**src/rtl/sevenseg_scan_ctrl.sv**
```systemverilog
// rtl/sevenseg_scan_ctrl.sv - multiplexed seven-segment scanner with frame-synchronous
// double-buffered digit data, leading-zero blanking and per-slot PWM dimming.
module sevenseg_scan_ctrl #(
  parameter int NUM_DIGITS  = 8,
  parameter int REFRESH_DIV = 1000,
  parameter int PWM_BITS    = 4
) (
  input  logic                    clk,
  input  logic                    rst_n,
  input  logic                    wr_en,
  input  logic [4*NUM_DIGITS-1:0] wr_data,
  input  logic [NUM_DIGITS-1:0]   dp_in,
  input  logic                    blank_lz,
  input  logic [PWM_BITS-1:0]     brightness,
  input  logic                    freeze,
  output logic [NUM_DIGITS-1:0]   an,
  output logic [6:0]              seg,
  output logic                    dp,
  output logic                    pending,
  output logic                    frame_done
);

  localparam int IW = (NUM_DIGITS > 1) ? $clog2(NUM_DIGITS) : 1;
  localparam int DW = $clog2(REFRESH_DIV);
  localparam int NW = 4 * NUM_DIGITS;
  localparam logic [IW-1:0] LAST_IDX = IW'(NUM_DIGITS - 1);
  localparam logic [DW-1:0] LAST_DIV = DW'(REFRESH_DIV - 1);

  logic [DW-1:0]         div_cnt_q, div_cnt_d;
  logic [IW-1:0]         idx_q, idx_d;
  logic [PWM_BITS-1:0]   pwm_cnt_q, pwm_cnt_d;
  logic [NW-1:0]         pend_data_q, pend_data_d;
  logic [NW-1:0]         act_data_q, act_data_d;
  logic [NUM_DIGITS-1:0] pend_dp_q, pend_dp_d;
  logic [NUM_DIGITS-1:0] act_dp_q, act_dp_d;
  logic                  pending_q, pending_d;
  logic                  blank_lz_q, blank_lz_d;
  logic [PWM_BITS-1:0]   bright_q, bright_d;
  logic [NUM_DIGITS-1:0] an_q, an_d;
  logic [6:0]            seg_q, seg_d;
  logic                  dp_q, dp_d;

  logic                  tick;
  logic                  slot_start;
  logic                  frame_end;
  logic                  blank_en;
  logic [PWM_BITS-1:0]   bright_eff;
  logic [3:0]            nibble;
  logic                  dot;
  logic                  upper_zero;
  logic                  digit_blank;
  logic                  lit;

  function automatic logic [6:0] hex_seg(input logic [3:0] n);
    logic [6:0] s;
    case (n)
      4'h0:    s = 7'b0000001;
      4'h1:    s = 7'b1001111;
      4'h2:    s = 7'b0010010;
      4'h3:    s = 7'b0000110;
      4'h4:    s = 7'b1001100;
      4'h5:    s = 7'b0100100;
      4'h6:    s = 7'b0100000;
      4'h7:    s = 7'b0001111;
      4'h8:    s = 7'b0000000;
      4'h9:    s = 7'b0000100;
      4'hA:    s = 7'b0001000;
      4'hB:    s = 7'b1100000;
      4'hC:    s = 7'b0110001;
      4'hD:    s = 7'b1000010;
      4'hE:    s = 7'b0110000;
      default: s = 7'b0111000;
    endcase
    return s;
  endfunction

  always_comb begin
    tick       = (div_cnt_q == LAST_DIV);
    slot_start = (div_cnt_q == '0);
    frame_end  = tick && (idx_q == LAST_IDX) && !freeze;

    div_cnt_d = tick ? '0 : div_cnt_q + DW'(1);
    pwm_cnt_d = tick ? '0 : pwm_cnt_q + PWM_BITS'(1);
    idx_d     = idx_q;
    if (tick && !freeze) begin
      idx_d = (idx_q == LAST_IDX) ? '0 : idx_q + IW'(1);
    end

    // Slot-start inputs take effect in the first slot cycle and are held for the rest.
    blank_en   = slot_start ? blank_lz   : blank_lz_q;
    bright_eff = slot_start ? brightness : bright_q;
    blank_lz_d = blank_en;
    bright_d   = bright_eff;

    pend_data_d = pend_data_q;
    pend_dp_d   = pend_dp_q;
    act_data_d  = act_data_q;
    act_dp_d    = act_dp_q;
    pending_d   = pending_q;
    if (frame_end && wr_en) begin
      act_data_d = wr_data;
      act_dp_d   = dp_in;
      pending_d  = 1'b0;
    end else begin
      if (frame_end && pending_q) begin
        act_data_d = pend_data_q;
        act_dp_d   = pend_dp_q;
        pending_d  = 1'b0;
      end
      if (wr_en) begin
        pend_data_d = wr_data;
        pend_dp_d   = dp_in;
        pending_d   = 1'b1;
      end
    end

    // A digit is a leading zero only if it and every more-significant digit are blank-worthy.
    nibble     = 4'h0;
    dot        = 1'b0;
    upper_zero = 1'b1;
    for (int k = 0; k < NUM_DIGITS; k++) begin
      if (int'(idx_q) == k) begin
        nibble = act_data_q[4*k +: 4];
        dot    = act_dp_q[k];
      end
      if ((k >= int'(idx_q)) && ((act_data_q[4*k +: 4] != 4'h0) || act_dp_q[k])) begin
        upper_zero = 1'b0;
      end
    end
    digit_blank = blank_en && (idx_q != '0) && upper_zero;
    lit = !digit_blank && ((bright_eff == '1) || (pwm_cnt_q < bright_eff));

    for (int k = 0; k < NUM_DIGITS; k++) begin
      an_d[k] = !(lit && (int'(idx_q) == k));
    end
    seg_d = digit_blank ? 7'h7F : hex_seg(nibble);
    dp_d  = digit_blank ? 1'b1 : !dot;
  end

  always_ff @(posedge clk or negedge rst_n) begin
    if (!rst_n) begin
      div_cnt_q   <= '0;
      idx_q       <= '0;
      pwm_cnt_q   <= '0;
      pend_data_q <= '0;
      pend_dp_q   <= '0;
      act_data_q  <= '0;
      act_dp_q    <= '0;
      pending_q   <= 1'b0;
      blank_lz_q  <= 1'b0;
      bright_q    <= '0;
      an_q        <= '1;
      seg_q       <= 7'h7F;
      dp_q        <= 1'b1;
    end else begin
      div_cnt_q   <= div_cnt_d;
      idx_q       <= idx_d;
      pwm_cnt_q   <= pwm_cnt_d;
      pend_data_q <= pend_data_d;
      pend_dp_q   <= pend_dp_d;
      act_data_q  <= act_data_d;
      act_dp_q    <= act_dp_d;
      pending_q   <= pending_d;
      blank_lz_q  <= blank_lz_d;
      bright_q    <= bright_d;
      an_q        <= an_d;
      seg_q       <= seg_d;
      dp_q        <= dp_d;
    end
  end

  assign an         = an_q;
  assign seg        = seg_q;
  assign dp         = dp_q;
  assign pending    = pending_q;
  assign frame_done = frame_end;

endmodule
```
**config.mk**
```make
export PLATFORM = sky130hd
export DESIGN_NAME = sevenseg_scan_ctrl
export DESIGN_NICKNAME = d
export VERILOG_FILES = /design/src/rtl/sevenseg_scan_ctrl.sv
export SDC_FILE = /design/constraint.sdc
export NUM_CORES = 1
export LEC_CHECK = 0
export ABC_CLOCK_PERIOD_IN_PS = 3000
export CAP_MARGIN = 20
export CORE_MARGIN = 1
export CORE_UTILIZATION = 57
export CTS_CLUSTER_DIAMETER = 150
export DETAILED_ROUTE_END_ITERATION = 7
export PLACE_DENSITY = 0.87
export SLEW_MARGIN = 20
export SYNTH_ARGS = -nofsm -noshare
export SYNTH_HDL_FRONTEND = slang
export SYNTH_SLANG_ARGS = --single-unit
```
**constraint.sdc**
```tcl
create_clock -name clk -period 3 [get_ports clk]
set_input_delay 0.45 -clock clk [delete_from_list [all_inputs] [get_ports clk]]
set_output_delay 0.45 -clock clk [all_outputs]
set_load 0.05 [all_outputs]
```
==> metrics.txt, run 1 <==
# TYPE chip_impl_metric gauge
chip_impl_info{name="library_cell_with_the_highest_instance_count_after_synthesis",value="dfrtp_1"} 1
chip_impl_metric{name="clk_pin_slew_worst_paths",unit="ns"} 0.06
chip_impl_info{name="cpMaxStageDelayCell",value="dfrtp_1"} 1
chip_impl_metric{name="postSynthCellCount",unit=""} 607
chip_impl_metric{name="route.antenna.remaining_nets",unit=""} 0
chip_impl_metric{name="wire_length_of_the_first_global_routing_pass",unit="µm"} 24200
chip_impl_metric{name="boundaryPins",unit=""} 67
chip_impl_metric{name="routed-via-count",unit=""} 4913
chip_impl_metric{name="maxClockFrequency",unit="MHz"} 353
chip_impl_metric{name="nNetsFinal",unit=""} 739
chip_impl_metric{name="worst-endpoint-arrival",unit="ns"} 3.28
chip_impl_metric{name="count_of_flip_flops_with_a_built_in_enable_after_synthesis",unit=""} 0
chip_impl_metric{name="fin_worst_skew",unit="ns"} 0.00573
chip_impl_metric{name="firstDrtPassIters",unit=""} 5
chip_impl_info{name="critPathTopFamily",value="simple AND/OR/NAND/NOR gates"} 1
chip_impl_metric{name="track_usage",unit="%"} 28.0
chip_impl_metric{name="ys_warn_count",unit=""} 0
chip_impl_info{name="synth_top_cells_by_area",value="dfrtp_1 (42%), mux2_2 (7.7%), dfstp_2 (6.8%), and3b_1 (5.4%), o21ai_0 (4.6%)"} 1
chip_impl_metric{name="weighted_congestion_at_the_end_of_routability_driven_global_placement",unit=""} 0.957
chip_impl_metric{name="post-place-cells",unit=""} 786
chip_impl_metric{name="synth_seq_cells",unit=""} 119
chip_impl_info{name="outcome",value="completed"} 1
chip_impl_info{name="worst_setup_path_start_kind",value="register"} 1
chip_impl_metric{name="slew_headroom",unit="%"} 35.2
chip_impl_metric{name="setup-violations-final",unit=""} 0
chip_impl_metric{name="timing_hold_violations_final",unit=""} 0
chip_impl_metric{name="total_leakage_power",unit="nW"} 3.40
chip_impl_metric{name="worst_pin_slew",unit="ns"} 0.972
chip_impl_metric{name="die_width",unit="µm"} 106
chip_impl_metric{name="clock_latency_reported_for_the_late_side_of_the_worst_skew_pair",unit="ns"} 0.53
chip_impl_metric{name="finalCriticalPeriod",unit="ns"} 2.83
chip_impl_metric{name="antenna_violations_before_repair",unit=""} 0
chip_impl_metric{name="placeableCoreArea",unit="µm²"} 10400
chip_impl_metric{name="setup-tns-final",unit="ns"} 0
chip_impl_metric{name="grt_start_max_net_pins",unit=""} 80
chip_impl_metric{name="slowest_delay",unit="ns"} 0.43
chip_impl_metric{name="filler_cell_count",unit=""} 705
chip_impl_metric{name="synth_top_cell_area_share",unit="%"} 41.9
chip_impl_metric{name="power-per-cell-area",unit="nW/µm²"} 569
chip_impl_metric{name="chipHeight",unit="µm"} 106
chip_impl_info{name="grt_setup_unrepaired",value="no"} 1
chip_impl_metric{name="synth_async_sr_flop_share",unit="%"} 100
chip_impl_metric{name="n_antenna_cell",unit=""} 0
chip_impl_metric{name="number_of_global_route_vias_before_repair",unit=""} 4991
chip_impl_metric{name="rows",unit=""} 37
chip_impl_info{name="yosys_most_used_dff",value="dfrtp_1"} 1
chip_impl_metric{name="ys_seq_area_share",unit="%"} 48.7
chip_impl_metric{name="instances_no_fill",unit=""} 821
chip_impl_metric{name="tritoncts_num_sinks",unit=""} 119
chip_impl_metric{name="cts_buffers",unit=""} 17
chip_impl_info{name="netlist.top_cell.by_area",value="dfrtp_1"} 1
chip_impl_metric{name="cts-htree-levels",unit=""} 4
chip_impl_metric{name="area_delta_synth_final",unit="%"} 23.7
chip_impl_metric{name="die_area",unit="µm²"} 11200
chip_impl_metric{name="remaining_drc_errors",unit=""} 0
chip_impl_metric{name="globalRouteOverflowTotal",unit=""} 0
chip_impl_metric{name="maxCapViolations",unit=""} 0
chip_impl_metric{name="yosys.cell_types.count",unit=""} 65
chip_impl_metric{name="start_util",unit="%"} 59.1
chip_impl_info{name="hold_path.class",value="reg2reg"} 1
chip_impl_metric{name="ctsLongestPathBuffers",unit=""} 2
chip_impl_info{name="crit_chain",value="inv_1 > ha_1 > nor4b_2 > nand3_2 > mux2_2 > inv_1 > ha_1 > o21ai_0 > a21oi_1 > o31ai_4 > or3b_1"} 1
chip_impl_metric{name="crit_fanout",unit=""} 6
chip_impl_info{name="cts-root-buf",value="clkbuf_8"} 1
chip_impl_metric{name="drive_above_1_share",unit="%"} 18.7
chip_impl_metric{name="timing_max_transition_violations_final",unit=""} 0
chip_impl_metric{name="hpwlAfterDp",unit="µm"} 9860
chip_impl_info{name="setup_cp_type",value="reg2reg"} 1
chip_impl_metric{name="critical_path_buf_inv_count",unit=""} 2
chip_impl_info{name="cts_tree",value="built"} 1
chip_impl_metric{name="avgRoutedWirePerCell",unit="µm"} 17.6
chip_impl_metric{name="ir_drop",unit="V"} 0.000525
chip_impl_metric{name="detail_route.vias_per_cell",unit=""} 5.98
chip_impl_metric{name="cp.required",unit="ns"} 3.45
chip_impl_info{name="endpoint_kind",value="register"} 1
chip_impl_metric{name="syn_area_per_cell",unit="µm²"} 10.1
chip_impl_info{name="post_synth_most_frequent_cells",value="dfrtp_1 (103), nand2_1 (67), o21ai_0 (57)"} 1
chip_impl_metric{name="post-route-period-util",unit="%"} 94.5
chip_impl_metric{name="wirelength",unit="µm"} 14400
chip_impl_metric{name="placement.io_buffers",unit=""} 66
chip_impl_metric{name="drtIter0Drc",unit=""} 310
chip_impl_metric{name="synth.net_count",unit=""} 674
chip_impl_metric{name="mappedNetlistArea",unit="µm²"} 6150
-- what timing repair did --
action	in CTS	in global routing
resized for setup	0	4
endpoints found under the hold margin	53	0
setup endpoints to repair	0	7
hold buffers	1	0
buffers inserted	0	2
-- logic make-up (layout without fill, tap and decap cells) --
family / count (synthesis) / count (layout) / synth area share, %
AND/OR/NAND/NOR: 202 / 202 / 18.2
AO/OA/AOI/OAI: 152 / 152 / 15.7
flip-flops: 119 / 119 / 48.7
buffers and inverters: 61 / 139 / 4.09
multiplexers: 46 / 46 / 8.34
adder cells (fa/ha/maj): 18 / 18 / 3.66
XOR/XNOR: 9 / 9 / 1.28
-- final cells by class --
type                    count  area, µm²  area share, %
repair buffers             85        821           10.8
multi-input cells         427       2920           38.4
inverters                  22       82.6           1.09
flip-flops and latches    119       3000           39.4
well taps                 136        170           2.24
clock buffers              25        504           6.63
clock inverters             7        114           1.50
-- state kept, by name, indices dropped and copies added, names as in the netlist --
register     flops
act_data_q      32
pend_data_q     32
div_cnt_q       10
act_dp_q         8
an               8
pend_dp_q        8
seg              7
bright_q         4
pwm_cnt_q        4
idx_q            3
blank_lz_q       1
dp               1
pending          1
-- per-stage QoR --
| stage | util, % | hold slack, ns | cell area, µm² | power [mW] | worst slack, ns |
|---|---|---|---|---|---|
| 2_1_floorplan | - | 0.154 | 6150 | 2.06 | 0.393 |
| 3_3_place_gp | 66.8 | 0.473 | 6960 | 2.23 | 0.287 |
| 3_5_place_dp | 66.8 | 0.485 | 6960 | 2.26 | 0.129 |
| 4_1_cts | 72.8 | 0.492 | 7590 | 4.36 | 0.114 |
| 5_1_grt | 73.1 | 0.514 | 7610 | 4.49 | 0.00551 |
| 6_report | 73.1 | 0.488 | 7610 | 4.33 | 0.166 |
-- layer usage --
metal	track usage [%]	up-vias	wire length [µm]
li1	-	2296	-
met1	36.3	2435	6340
met4	11.7	0	333
met2	44.4	155	7060
met3	7.61	27	698
met5	0	-	0
-- placed cells by master, fill, tap and decap left out, drive strengths merged, types with 4 or more instances in the layout --
cell type      netlist  routed
clkinv               1       5
and3b               38      38
nand3               15      15
nor2b                8       8
dfrtp              103     103
mux2i                4       4
dfstp               16      16
nand4                8       8
ha                  18      18
a221oi               5       5
a21oi               47      47
xor2                 5       5
inv                 21      21
buf                 12      21
xnor2                4       4
o21ai               60      60
nand2               68      68
o211ai               5       5
nor2                36      36
clkbuf              27      25
mux2                42      42
clkdlybuf4s50        0      63
nor3                11      11
or4                  5       5
-- worst reg2reg max path: stages (launching register included) --
cell and delay [ns]:
dfrtp_1 0.43, inv_1 0.11, ha_1 0.18, nor4b_2 0.24
nand3_2 0.24, mux2_2 0.34, inv_1 0.06, ha_1 0.21
o21ai_0 0.17, a21oi_1 0.09, o31ai_4 0.30, or3b_1 0.38
-- path summary, 6_finish.rpt --
check	startpoint	endpoint	slack, ns	cells after the start
worst max-delay path	div_cnt_q[0]$_DFF_PN0_	an[6]$_DFF_PN1_	0.17	11
worst min-delay path	pwm_cnt_q[0]$_DFF_PN0_	pwm_cnt_q[0]$_DFF_PN0_	0.49	1
worst max register to register	div_cnt_q[0]$_DFF_PN0_	an[6]$_DFF_PN1_	0.17	11
worst min register to register	pwm_cnt_q[0]$_DFF_PN0_	pwm_cnt_q[0]$_DFF_PN0_	0.49	1
max in group asynchronous	rst_n	an[6]$_DFF_PN1_	1.69	3
min in group asynchronous	rst_n	div_cnt_q[8]$_DFF_PN0_	0.50	2
-- where the power goes --
part	switching [mW]	internal (mW)	leakage (nW)
Sequential	0.0355	1.69	1.47
Clock	0.697	1.40	0.308
Combinational	0.273	0.237	1.62
(Power assumes the default switching activity.)
==> run 2: changes to the inputs <==
--- a/config.mk
+++ b/config.mk
@@ -12,7 +12,6 @@
 export CTS_CLUSTER_DIAMETER = 150
 export DETAILED_ROUTE_END_ITERATION = 7
 export PLACE_DENSITY = 0.87
-export SLEW_MARGIN = 20
 export SYNTH_ARGS = -nofsm -noshare
 export SYNTH_HDL_FRONTEND = slang
 export SYNTH_SLANG_ARGS = --single-unit
==> results of run 2 <==
No change in the layout: final DEF, timing and power equal those of run 1.
